==> src/rtl/reg_bank_pkg.sv <==
// Shared constants and the byte-merge helper for reg_bank.
package reg_bank_pkg;

  localparam int unsigned BYTE_W = 8;
  localparam int unsigned MAX_W  = 1024;
  localparam int unsigned MAX_NB = MAX_W / BYTE_W;

  // Callers zero-extend their WIDTH-sized operands to MAX_W and truncate the result.
  function automatic logic [MAX_W-1:0] merge_bytes(
    input logic [MAX_W-1:0]  old_data,
    input logic [MAX_W-1:0]  new_data,
    input logic [MAX_NB-1:0] be
  );
    logic [MAX_W-1:0] res;
    res = old_data;
    for (int unsigned i = 0; i < MAX_NB; i++) begin
      if (be[i]) res[i*BYTE_W +: BYTE_W] = new_data[i*BYTE_W +: BYTE_W];
    end
    return res;
  endfunction

endpackage

==> src/rtl/reg_bank_if.sv <==
// Write, read and status bus of reg_bank.
interface reg_bank_if #(
  parameter int unsigned WIDTH = 8,
  parameter int unsigned DEPTH = 8
);
  import reg_bank_pkg::*;

  localparam int unsigned AW = $clog2(DEPTH);
  localparam int unsigned NB = WIDTH / BYTE_W;

  logic             CE;
  logic             CLR;
  logic             WE;
  logic [AW-1:0]    WADDR;
  logic [NB-1:0]    WBE;
  logic [WIDTH-1:0] WDATA;
  logic [AW-1:0]    RADDR0;
  logic [AW-1:0]    RADDR1;
  logic [WIDTH-1:0] RDATA0;
  logic [WIDTH-1:0] RDATA1;
  logic [DEPTH-1:0] DIRTY;

  modport master (
    output CE, CLR, WE, WADDR, WBE, WDATA, RADDR0, RADDR1,
    input  RDATA0, RDATA1, DIRTY
  );

  modport slave (
    input  CE, CLR, WE, WADDR, WBE, WDATA, RADDR0, RADDR1,
    output RDATA0, RDATA1, DIRTY
  );

endinterface

==> src/rtl/reg_bank_rdport.sv <==
// One registered read port of reg_bank; same-edge forwarding of writes/clears
// is built only when REG_BANK_BYPASS_EN is defined.
module reg_bank_rdport
  import reg_bank_pkg::*;
#(
  parameter int unsigned      WIDTH         = 8,
  parameter int unsigned      DEPTH         = 8,
  parameter logic [WIDTH-1:0] INITIAL_VALUE = '0
) (
  input  logic                         CLK,
  input  logic                         RSTN,
  input  logic                         ce,
  input  logic [$clog2(DEPTH)-1:0]     raddr,
  input  logic [DEPTH-1:0][WIDTH-1:0]  entries,
  output logic [WIDTH-1:0]             rdata
`ifdef REG_BANK_BYPASS_EN
  , input logic                        clr
  , input logic                        wr_hit
  , input logic [$clog2(DEPTH)-1:0]    waddr
  , input logic [WIDTH/BYTE_W-1:0]     wbe
  , input logic [WIDTH-1:0]            wdata
`endif
);

  logic [WIDTH-1:0] load;

  always_comb begin
    load = INITIAL_VALUE;
    if (32'(raddr) < DEPTH) begin
      load = entries[raddr];
`ifdef REG_BANK_BYPASS_EN
      if (clr) begin
        load = INITIAL_VALUE;
      end else if (wr_hit && (waddr == raddr)) begin
        load = WIDTH'(merge_bytes(MAX_W'(entries[raddr]), MAX_W'(wdata), MAX_NB'(wbe)));
      end
`endif
    end
  end

  always_ff @(posedge CLK) begin
    if (!RSTN) begin
      rdata <= INITIAL_VALUE;
    end else if (ce) begin
      rdata <= load;
    end
  end

endmodule

==> src/rtl/reg_bank.sv <==
// Multi-entry byte-enabled register bank with two registered read ports,
// bulk clear and per-entry dirty bits. Define REG_BANK_BYPASS_EN for read bypass.
module reg_bank
  import reg_bank_pkg::*;
#(
  parameter int unsigned      WIDTH         = 8,
  parameter int unsigned      DEPTH         = 8,
  parameter logic [WIDTH-1:0] INITIAL_VALUE = '0
) (
  input logic        CLK,
  input logic        RSTN,
  reg_bank_if.slave  bus
);

  logic [DEPTH-1:0][WIDTH-1:0] mem;
  logic [DEPTH-1:0]            dirty;
  logic                        wr_hit;

  // An empty byte mask is treated as no write so it cannot mark the entry dirty.
  assign wr_hit = bus.WE && (32'(bus.WADDR) < DEPTH) && (bus.WBE != '0);

  always_ff @(posedge CLK) begin
    if (!RSTN) begin
      mem   <= {DEPTH{INITIAL_VALUE}};
      dirty <= '0;
    end else if (bus.CE) begin
      if (bus.CLR) begin
        mem   <= {DEPTH{INITIAL_VALUE}};
        dirty <= '0;
      end else if (wr_hit) begin
        mem[bus.WADDR]   <= WIDTH'(merge_bytes(MAX_W'(mem[bus.WADDR]), MAX_W'(bus.WDATA),
                                               MAX_NB'(bus.WBE)));
        dirty[bus.WADDR] <= 1'b1;
      end
    end
  end

  assign bus.DIRTY = dirty;

  reg_bank_rdport #(
    .WIDTH         (WIDTH),
    .DEPTH         (DEPTH),
    .INITIAL_VALUE (INITIAL_VALUE)
  ) u_rd0 (
    .CLK     (CLK),
    .RSTN    (RSTN),
    .ce      (bus.CE),
    .raddr   (bus.RADDR0),
    .entries (mem),
    .rdata   (bus.RDATA0)
`ifdef REG_BANK_BYPASS_EN
    , .clr    (bus.CLR)
    , .wr_hit (wr_hit)
    , .waddr  (bus.WADDR)
    , .wbe    (bus.WBE)
    , .wdata  (bus.WDATA)
`endif
  );

  reg_bank_rdport #(
    .WIDTH         (WIDTH),
    .DEPTH         (DEPTH),
    .INITIAL_VALUE (INITIAL_VALUE)
  ) u_rd1 (
    .CLK     (CLK),
    .RSTN    (RSTN),
    .ce      (bus.CE),
    .raddr   (bus.RADDR1),
    .entries (mem),
    .rdata   (bus.RDATA1)
`ifdef REG_BANK_BYPASS_EN
    , .clr    (bus.CLR)
    , .wr_hit (wr_hit)
    , .waddr  (bus.WADDR)
    , .wbe    (bus.WBE)
    , .wdata  (bus.WDATA)
`endif
  );

endmodule

==> src/flat_wrapper.sv <==
// flat-port wrapper written by rule: the top's interface ports become plain ports
module reg_bank_flat import reg_bank_pkg::*;
#(
  parameter int unsigned      WIDTH         = 8,
  parameter int unsigned      DEPTH         = 8,
  parameter logic [WIDTH-1:0] INITIAL_VALUE = '0
)
  (CLK, RSTN, bus_CE, bus_CLR, bus_WE, bus_WADDR, bus_WBE, bus_WDATA, bus_RADDR0, bus_RADDR1, bus_RDATA0, bus_RDATA1, bus_DIRTY);
  reg_bank_if #(.WIDTH(WIDTH), .DEPTH(DEPTH)) bus_i ();
  input logic CLK;
  input logic RSTN;
  input wire logic [$bits(bus_i.CE)-1:0] bus_CE;
  input wire logic [$bits(bus_i.CLR)-1:0] bus_CLR;
  input wire logic [$bits(bus_i.WE)-1:0] bus_WE;
  input wire logic [$bits(bus_i.WADDR)-1:0] bus_WADDR;
  input wire logic [$bits(bus_i.WBE)-1:0] bus_WBE;
  input wire logic [$bits(bus_i.WDATA)-1:0] bus_WDATA;
  input wire logic [$bits(bus_i.RADDR0)-1:0] bus_RADDR0;
  input wire logic [$bits(bus_i.RADDR1)-1:0] bus_RADDR1;
  output wire logic [$bits(bus_i.RDATA0)-1:0] bus_RDATA0;
  output wire logic [$bits(bus_i.RDATA1)-1:0] bus_RDATA1;
  output wire logic [$bits(bus_i.DIRTY)-1:0] bus_DIRTY;
  assign bus_i.CE = bus_CE;
  assign bus_i.CLR = bus_CLR;
  assign bus_i.WE = bus_WE;
  assign bus_i.WADDR = bus_WADDR;
  assign bus_i.WBE = bus_WBE;
  assign bus_i.WDATA = bus_WDATA;
  assign bus_i.RADDR0 = bus_RADDR0;
  assign bus_i.RADDR1 = bus_RADDR1;
  assign bus_RDATA0 = bus_i.RDATA0;
  assign bus_RDATA1 = bus_i.RDATA1;
  assign bus_DIRTY = bus_i.DIRTY;
  reg_bank #(.WIDTH(WIDTH), .DEPTH(DEPTH), .INITIAL_VALUE(INITIAL_VALUE)) u_core (.CLK(CLK), .RSTN(RSTN), .bus(bus_i));
endmodule
==> config.mk <==
export PLATFORM = sky130hd
export DESIGN_NAME = reg_bank_flat
export DESIGN_NICKNAME = d
export VERILOG_FILES = /design/src/rtl/reg_bank_pkg.sv /design/src/rtl/reg_bank_if.sv /design/src/rtl/reg_bank_rdport.sv /design/src/rtl/reg_bank.sv /design/src/flat_wrapper.sv
export SDC_FILE = /design/constraint.sdc
export NUM_CORES = 1
export LEC_CHECK = 0
export BUFFER_PORTS_ARGS = -buffer_cell sky130_fd_sc_hd__buf_2
export CAP_MARGIN = 20
export CORE_MARGIN = 3
export CORE_UTILIZATION = 40
export CTS_CLUSTER_SIZE = 30
export DETAILED_ROUTE_END_ITERATION = 6
export HOLD_SLACK_MARGIN = 0.06
export PLACE_DENSITY = 0.56
export SYNTH_ARGS = -nofsm -noshare
export SYNTH_HDL_FRONTEND = slang
export SYNTH_SLANG_ARGS = --single-unit
==> constraint.sdc <==
create_clock -name CLK -period 1.8 [get_ports CLK]
set_clock_uncertainty 0.2 [all_clocks]
set_input_delay 0.18 -clock CLK [delete_from_list [all_inputs] [get_ports CLK]]
set_output_delay 0.18 -clock CLK [all_outputs]
set_load 0.05 [all_outputs]
==> results.py, run 1 <==
metrics = {
    "die": {
        "coreArea_um2": 9820,
        "fp.dieArea_um2": 11400,
        "pin_count": 47,
        "rows": 36,
        "die_x_um": 107,
        "start_util_pct": 41.3,
        "die_h_um": 107,
    },
    "synth": {
        "synth_area_um2": 4060,
        "yosysTopAreaCellShare_pct": 43.4,
        "synth_cells": 383,
        "synth_most_common_cell": "dfxtp_1",
        "ys_ff_latch": 88,
        "ys_top_cells_by_count": "88 x dfxtp_1, 56 x a22o_1, 32 x mux2_2, 32 x mux2i_1, 31 x a21oi_1",
        "syn-num-nets": 406,
        "synth_edf_count": 0,
        "async_flop_share_pct": 0,
        "synth_ff_type": "dfxtp_1",
        "synth.distinct_cells": 27,
        "avgSynthCellArea_um2": 10.6,
        "synthTopCellsByArea": "dfxtp_1 43%, a22o_1 12%, mux2_2 8.9%",
        "ys_seq_area_share_pct": 43.4,
        "ys_warn_count": 0,
        "synth_top_cell_by_area": "dfxtp_1",
    },
    "routing": {
        "drt-initial-drc-count": 305,
        "antenna_left": 0,
        "vias": 3347,
        "routed_wl_um": 11500,
        "via_per_inst": 5.77,
        "wire_per_inst_um": 19.9,
        "drcViolationCount": 0,
        "drt-pass1-iter-count": 5,
    },
    "cts": {
        "cts.reportedPaths.clkPinSlew_ns": 0.09,
        "clock_sinks": 88,
        "cts_root_buf": "clkbuf_8",
        "ctsResizeCount": 0,
        "cts_tree": "yes",
        "clockBufferDepth": 2,
        "h-tree-depth": 3,
        "cts-buffers-inserted": 9,
        "clkLatencyLatePin_ns": 0.35,
    },
    "critical_path": {
        "path_delay_family": "buffers and inverters",
        "r2r_cells": 4,
        "path_class": "input port to flip-flop",
        "reg2reg_to": "u_core.u_rd0.rdata[5]$_SDFFE_PN0P_",
        "ff2ff_setup_slack_ns": 0.38,
        "cp.arrival_ns": 1.65,
        "worstPathCellList": "buf_2 > dlygate4sd3_1 > nand2_1 > dlygate4sd3_1 > o2bb2ai_1",
        "path_buf_inv": 3,
        "crit_end": "u_core.mem[63]$_SDFFE_PN0P_",
        "cp-end-kind": "flip-flop",
        "critical-path-max-stage-delay_ns": 0.60,
        "r2r-start": "u_core.mem[21]$_SDFFE_PN0P_",
        "crit_path_max_fanout": 5,
        "crit_path_frequent_cell": "dlygate4sd3_1",
        "cpMaxStageDelayCell": "dlygate4sd3_1",
        "cp_num_cells": 5,
        "startpoint": "bus_WADDR[2]",
        "crit_required_ns": 1.88,
        "start_kind": "input port",
    },
    "run": {
        "cap_violations": 0,
    },
    "placement": {
        "dpl.cell_count": 561,
        "gp_routability_congestion": 0.798,
        "dp_hpwl_um": 8130,
        "portBuffers": 46,
    },
    "timing": {
        "rsz0062_at_grt": "false",
        "hold_viol_final": 0,
        "tns_ns": 0,
        "period_share_pct": 87.1,
        "drv_slew": 0,
        "hold-worst-slack_ns": 0.0823,
        "setup_violations": 0,
        "slew_headroom_pct": 43.6,
        "worst_pin_slew_ns": 0.844,
        "period_needed_ns": 1.57,
        "fmax_ghz": 0.638,
    },
    "global_route": {
        "grt_pass1_vias": 3194,
        "grt_pass1_wl_um": 18400,
        "grt_max_degree": 33,
        "antenna_found_initial": 0,
        "grt_usage_pct": 20.8,
        "overflow": 0,
    },
    "finish": {
        "n_antenna_cell": 0,
        "fin_util_pct": 48.2,
        "fin_cells": 580,
        "nets": 465,
        "final_layout_size_suffix_gt1_share_pct": 31.8,
        "area_growth_pct": 16.6,
    },
    "power_and_ir_drop": {
        "p_leak_nw": 1.98,
        "power_density_nw_per_um2": 883,
        "irDropWorstVdd_uv": 389,
        "power_w": 0.00417,
    },
    "status": {
        "status": "complete, no violations",
    },
    "hold_path": {
        "worstHoldPathType": "input port to flip-flop",
        "hold_depth": 4,
    },
}
## through the flow
stage	cell area (µm²)	worst slack (ns)
floorplan	4060	0.408
global placement	4460	0.0829
detailed placement	4460	0.0388
CTS	4730	0.261
global route	4730	0.193
finish	4730	0.233
## where the power goes
group | internal, W | switching [W] | leakage, nW
logic | 0.000191 | 0.000386 | 1.15
registers | 0.00198 | 0.0000175 | 0.713
clock network | 0.000845 | 0.000753 | 0.120
total | 0.00302 | 0.00116 | 1.98
## tightest hold or removal path, stage by stage
cell	delay, ns
buf_2	0.08
buf_4	0.12
nand2b_1	0.09
o2bb2ai_1	0.12
## layout by cell type, fill, tap and decap left out, drive strengths merged
cell type / instances
o22ai: 16
o21a: 1
a21oi: 33
and2: 1
or3: 2
a221o: 16
nand2b: 7
mux2i: 32
a22o: 56
nor2: 27
dlygate4sd3: 3
buf: 73
or2: 1
dfxtp: 88
o21ai: 23
bufinv: 2
nor2b: 4
inv: 5
clkbuf: 10
nand2: 7
o2bb2ai: 8
mux2: 32
## registers in the layout, summed over array words and instances, names as in the netlist
register / flops
u_core.u_rd0.rdata: 8
u_core.u_rd1.rdata: 8
u_core.bus.DIRTY: 8
u_core.mem: 64
## cells by family after synthesis
kind of cell    count (synthesis)  synth area share, %
flops                          88                 43.4
compound gates                153                 27.5
buf+inv                        29                 5.43
simple gates                   49                 6.82
mux                            64                 16.8
## final cells by class
| type | instances | area, µm² |
|---|---|---|
| Fill cell | 957 | 5090 |
| Timing Repair Buffer | 76 | 488 |
| Clock buffer | 10 | 138 |
| Inverter | 1 | 3.75 |
| Tap cell | 133 | 166 |
| Sequential cell | 88 | 1760 |
| Multi-Input combinational cell | 266 | 2070 |
| Clock inverter | 6 | 97.6 |
## how the worst min path moves through the flow
stage / start / endpoint / slack [ns]
global placement: u_core.bus.DIRTY[1]$_SDFFE_PN0P_ / u_core.bus.DIRTY[1]$_SDFFE_PN0P_ / 0.25
CTS: bus_WADDR[1] / u_core.mem[23]$_SDFFE_PN0P_ / 0.07
global route: bus_WADDR[1] / u_core.mem[31]$_SDFFE_PN0P_ / 0.10
finish: bus_WADDR[1] / u_core.mem[31]$_SDFFE_PN0P_ / 0.08
floorplan: bus_WADDR[2] / u_core.mem[55]$_SDFFE_PN0P_ / 0.14
detailed placement: u_core.bus.DIRTY[3]$_SDFFE_PN0P_ / u_core.bus.DIRTY[3]$_SDFFE_PN0P_ / 0.26
## metal layers
metal	vias to the layer above	GRT usage [%]	part of all wire (%)
met1	1597	31.1	49
met3	10	5.72	8.4
met4	0	4.11	0.93
li1	1594	-	-
met2	146	30.1	42
met5	-	0	0
## timing repair
item,4_1_cts,5_1_grt
hold buffers,3,0
endpoints found under the hold margin,8,0
buffers inserted,0,0
Power figures use the tool's default switching activity.
==> inputs of run 2 (changes only) <==
- BUFFER_PORTS_ARGS: -buffer_cell sky130_fd_sc_hd__buf_2 -> unset
- DONT_BUFFER_PORTS: unset -> 1
- PLACE_DENSITY: 0.56 -> 0.52
==> run 2 against run 1 <==
  * Wire length grew 0.16%
  * Fmax shrank 7.4%
  * Flip-flop and latch count is the same
  * Sequential share of layout area grew 1.1 points
  * Cell count shrank 5.2%
  * Via count shrank 5.9%
  * Non-clock buffer count shrank 30
  * First-iteration DRC count shrank 42%
  * Largest cell class unchanged
  * Highest routed layer unchanged
==> results.py, run 2 (same netlist as run 1, synthesis figures left out) <==
metrics = {
    "critical_path": {
        "crit_end": "u_core.mem[42]$_SDFFE_PN0P_",
        "r2r-start": "u_core.mem[57]$_SDFFE_PN0P_",
        "cpMaxStageDelayCell": "dlygate4sd3_1",
        "crit_path_max_fanout": 18,
        "r2r_cells": 4,
        "path_class": "input port to flip-flop",
        "startpoint": "bus_WADDR[1]",
        "ff2ff_setup_slack_ns": 0.40,
        "cp-end-kind": "flip-flop",
        "critical-path-max-stage-delay_ns": 0.60,
        "cp.arrival_ns": 1.79,
        "crit_required_ns": 1.90,
        "worstPathCellList": "dlygate4sd3_1 > nor2b_1 > buf_12 > a21oi_2 > a22o_1",
        "reg2reg_to": "u_core.u_rd0.rdata[1]$_SDFFE_PN0P_",
        "start_kind": "input port",
    },
    "routing": {
        "drcViolationCount": 0,
        "via_per_inst": 5.73,
        "antenna_left": 0,
        "wire_per_inst_um": 21.0,
        "drt-initial-drc-count": 177,
        "drt-pass1-iter-count": 4,
        "routed_wl_um": 11600,
        "vias": 3150,
    },
    "finish": {
        "largest_register_ffs": 64,
        "top_register": "u_core.mem",
        "n_antenna_cell": 0,
        "final_layout_size_suffix_gt1_share_pct": 25.2,
        "final_common_cell": "dfxtp_1",
        "layout_common_cells": "88 x dfxtp_1, 56 x a22o_1, 32 x mux2i_1, 32 x mux2_2, 32 x buf_4",
        "area_growth_pct": 13.2,
        "nets": 435,
        "fin_cells": 550,
    },
    "power_and_ir_drop": {
        "power_w": 0.00380,
        "power_density_nw_per_um2": 827,
        "p_leak_nw": 1.82,
        "irDropWorstVdd_uv": 325,
    },
    "timing": {
        "slew_headroom_pct": 37.9,
        "period_needed_ns": 1.69,
        "tns_ns": 0,
        "drv_slew": 0,
        "period_share_pct": 94.0,
        "setup_violations": 0,
        "worst_pin_slew_ns": 0.931,
        "rsz0062_at_grt": "false",
        "hold_viol_final": 0,
        "fmax_ghz": 0.591,
    },
    "global_route": {
        "met3_usage_pct": 3.85,
        "grt_usage_pct": 20.8,
        "overflow": 0,
        "grt_max_degree": 33,
        "grtUsageMet1_pct": 30.9,
        "antenna_found_initial": 0,
        "grt_pass1_wl_um": 18200,
        "top_usage_layer": "met2",
        "grtUsageMet2_pct": 31.2,
        "grt_pass1_vias": 3120,
    },
    "cts": {
        "cts.reportedPaths.clkPinSlew_ns": 0.09,
        "clock_sinks": 88,
        "clkLatencyLatePin_ns": 0.35,
        "post-cts-setup-buffer-count": 0,
        "cts-buffers-inserted": 9,
        "clockBufferDepth": 2,
        "cts_root_buf": "clkbuf_8",
        "h-tree-depth": 3,
        "cts_tree": "yes",
    },
    "die": {
        "coreArea_um2": 9820,
        "pin_count": 47,
        "die_x_um": 107,
        "rows": 36,
        "fp.dieArea_um2": 11400,
        "die_h_um": 107,
        "start_util_pct": 41.3,
    },
    "placement": {
        "gp_routability_congestion": 0.780,
        "dp_hpwl_um": 7820,
        "portBuffers": 0,
        "dpl.cell_count": 521,
    },
    "run": {
        "cap_violations": 0,
    },
    "status": {
        "status": "complete, no violations",
    },
    "hold_path": {
        "worstHoldPathType": "input port to flip-flop",
    },
}
==> run 2: changes by cell type in the layout (fill, tap and decap cells not counted), moves of 4 or more <==
cell,change
dlygate4sd3_1,+8
buf_4,+7
buf_2,-46
clkinvlp_4,+4
==> run 2: worst max-delay path: cells and delay by family <==
kind | cells | cell delay [ns]
buffers and inverters | 2 | 0.76
AOI/OAI and AO/OA | 2 | 0.74
and+or+nand+nor | 1 | 0.09
==> run 2: final cells by class <==
type	count	area (µm²)
inverter	1	3.75
timing repair buffer	46	395
sequential	88	1760
clock inverter	6	43.8
multi-input combinational	266	2080
fill	947	5230
clock buffer	10	138
tap	133	166
==> run 2: layer usage <==
| metal | share of wire, % | wire length [µm] |
|---|---|---|
| met4 | 0.51 | 59 |
| met3 | 6.2 | 712 |
| met5 | 0 | 0 |
| met1 | 51 | 5870 |
| met2 | 43 | 4920 |
==> run 2: where the power goes <==
part	internal (W)	switching, W	leakage [nW]	total [W]
Combinational	0.000187	0.000325	1.02	0.000512
Sequential	0.00198	0.0000305	0.713	0.00201
Clock	0.000542	0.000732	0.0809	0.00127
==> run 2: worst min-delay path by stage <==
stage                   from                                 end  slack [ns]  cells past startpoint
2_1_floorplan   bus_WADDR[2]         u_core.mem[55]$_SDFFE_PN0P_        0.14                      2
3_3_place_gp          bus_CE  u_core.u_rd1.rdata[0]$_SDFFE_PN0P_        0.07                      1
3_5_place_dp          bus_CE  u_core.u_rd0.rdata[3]$_SDFFE_PN0P_        0.08                      1
4_1_cts        bus_RADDR1[2]  u_core.u_rd1.rdata[4]$_SDFFE_PN0P_        0.06                      3
5_1_grt                 RSTN         u_core.mem[48]$_SDFFE_PN0P_        0.09                      3
6_report                RSTN         u_core.mem[50]$_SDFFE_PN0P_        0.08                      3
==> run 2: stage by stage <==
stage	hold WS, ns	setup slack (ns)	instance area (µm²)	utilization [%]
finish	0.0783	0.108	4590	46.8
global route	0.0870	0.00852	4590	46.8
CTS	0.0640	0.00893	4580	46.6
detailed placement	0.0770	0.111	4270	43.4
global placement	0.0732	0.148	4270	43.4
floorplan	0.136	0.408	4060	-
==> run 2: what timing repair did <==
item                                   CTS  global route
setup endpoints to repair                0            18
resized for setup                        0             5
endpoints found under the hold margin   32             0
hold buffers                            13             0
==> inputs of run 3 (changes only) <==
- CORE_MARGIN: 3 -> 5
- HOLD_SLACK_MARGIN: 0.06 -> 0.03
- SLEW_MARGIN: unset -> 20
==> run 3 against run 2 <==
  * Fmax shrank 1.7%
  * Via count grew 1.3%
  * Hold slack lost 0.055 ns
  * Critical path type unchanged
  * Largest cell class unchanged
  * Largest power group unchanged
==> results.py, run 3 (same netlist as run 1, synthesis figures left out) <==
metrics = {
    "status": {
        "status": "complete, no violations",
    },
    "cts": {
        "cts-buffers-inserted": 9,
        "h-tree-depth": 3,
        "clockBufferDepth": 2,
        "clkLatencyLatePin_ns": 0.37,
        "cts_root_buf": "clkbuf_8",
        "cts_tree": "yes",
        "post-cts-setup-buffer-count": 0,
        "cts.reportedPaths.clkPinSlew_ns": 0.10,
        "clock_sinks": 88,
    },
    "placement": {
        "dp_hpwl_um": 7880,
        "portBuffers": 0,
        "placed_area_um2": 4250,
        "pre_cts_ws_ns": -0.00457,
        "gp_routability_congestion": 0.810,
    },
    "routing": {
        "via_per_inst": 5.79,
        "vias": 3190,
        "drcViolationCount": 0,
        "drt-pass1-iter-count": 5,
        "wire_per_inst_um": 22.0,
        "routed_wl_um": 12100,
        "antenna_left": 0,
        "drt-initial-drc-count": 285,
    },
    "power_and_ir_drop": {
        "internal_power_w": 0.00302,
        "seqPwrFrac_pct": 48.7,
        "p_comb_share_pct": 12.5,
        "power_switching_w": 0.00110,
        "switching_share_pct": 26.8,
        "power_density_nw_per_um2": 886,
        "p_leak_nw": 1.84,
        "clkPwrFrac_pct": 38.8,
        "irDropWorstVdd_uv": 306,
    },
    "timing": {
        "hold_viol_final": 0,
        "setup_violations": 0,
        "worst_pin_slew_ns": 1.13,
        "rsz0062_at_grt": "false",
        "slew_headroom_pct": 24.9,
        "fmax_ghz": 0.581,
        "period_needed_ns": 1.72,
        "drv_slew": 0,
        "hold-worst-slack_ns": 0.0233,
        "setup_ws_ns": 0.0778,
        "period_share_pct": 95.7,
    },
    "global_route": {
        "grt_pass1_vias": 3165,
        "grt_max_degree": 33,
        "grt_usage_pct": 19.4,
        "antenna_found_initial": 0,
        "overflow": 0,
        "grt_pass1_wl_um": 18700,
    },
    "die": {
        "die_x_um": 111,
        "fp.dieArea_um2": 12300,
        "rows": 36,
        "coreArea_um2": 9820,
        "die_h_um": 111,
        "pin_count": 47,
        "start_util_pct": 41.3,
    },
    "finish": {
        "top_register": "u_core.mem",
        "stdcell_area_um2": 4660,
        "final_layout_size_suffix_gt1_share_pct": 24.2,
        "nets": 437,
        "n_antenna_cell": 0,
        "layout_common_cells": "88 x dfxtp_1, 56 x a22o_1, 32 x mux2i_1, 32 x mux2_2, 30 x buf_4",
        "final_common_cell": "dfxtp_1",
        "largest_register_ffs": 64,
        "area_growth_pct": 14.9,
    },
    "critical_path": {
        "worstPathCellList": "nand2b_1 > or3_1 > nand2b_4 > dlygate4sd3_1 > o2bb2ai_1",
        "crit_required_ns": 1.91,
        "start_kind": "input port",
        "cp.arrival_ns": 1.83,
        "cp-end-kind": "flip-flop",
        "cpMaxStageDelayCell": "dlygate4sd3_1",
        "crit_path_max_fanout": 8,
        "critical-path-max-stage-delay_ns": 0.61,
        "path_buf_inv": 1,
        "path_class": "input port to flip-flop",
        "path_delay_family": "simple AND/OR/NAND/NOR gates",
    },
    "run": {
        "cap_violations": 0,
    },
    "hold_path": {
        "worstHoldPathType": "input port to flip-flop",
    },
}
## run 3: worst paths after layout
kind | depth (start not counted) | slack [ns] | from | end
setup reg to reg | 4 | 0.33 | u_core.mem[58]$_SDFFE_PN0P_ | u_core.u_rd1.rdata[2]$_SDFFE_PN0P_
hold reg to reg | 1 | 0.29 | u_core.mem[39]$_SDFFE_PN0P_ | u_core.mem[39]$_SDFFE_PN0P_
hold / removal | 3 | 0.02 | RSTN | u_core.mem[31]$_SDFFE_PN0P_
setup / recovery | 5 | 0.08 | bus_WADDR[0] | u_core.mem[55]$_SDFFE_PN0P_
## run 3: worst reg2reg max path: stages (launching register included)
cell     delay [ns]
dfxtp_1        0.34
mux2_2         0.27
o22ai_1        0.26
a221o_1        0.19
a21oi_1        0.07
## run 3: power by group through the flow
stage	Combinational, W	Sequential (W)	Clock (W)
after global routing	0.000544	0.00202	0.00169
after detailed placement	0.000461	0.00206	0
after CTS	0.000509	0.00201	0.00160
final	0.000515	0.00201	0.00160
after floorplan	0.000282	0.00214	0
after global placement	0.000463	0.00206	0
## run 3: cell type report
class | instances | area, µm²
clock buffer | 11 | 151
clock inverter | 4 | 76.3
fill | 947 | 5160
inverter | 1 | 3.75
multi-input combinational | 266 | 2080
sequential | 88 | 1760
tap | 133 | 166
timing repair buffer | 48 | 418
## run 3: what timing repair did
| item | in CTS | in global routing |
|---|---|---|
| hold buffers | 16 | 1 |
| endpoints found under the setup margin | 0 | 15 |
| gates resized for setup | 0 | 3 |
| hold endpoints to repair | 32 | 1 |
## run 3: stage by stage
| stage | TNS, ns | power [W] | std cells | utilization, % |
|---|---|---|---|---|
| 2_1_floorplan | 0 | 0.00242 | 383 | - |
| 3_3_place_gp | 0 | 0.00252 | 519 | 43.3 |
| 3_5_place_dp | -0.00846 | 0.00252 | 519 | 43.3 |
| 4_1_cts | 0 | 0.00412 | 550 | 47.2 |
| 5_1_grt | 0 | 0.00425 | 551 | 47.4 |
| 6_report | 0 | 0.00413 | 551 | 47.4 |
## run 3: per-layer routing
metal	share of wire [%]	up-vias	track usage, %	wire length [µm]
met4	1.4	0	6.16	173
met5	0	-	0	0
met3	5.3	12	3.77	641
li1	-	1530	-	-
met1	50	1553	28.5	6100
met2	43	95	28.6	5190
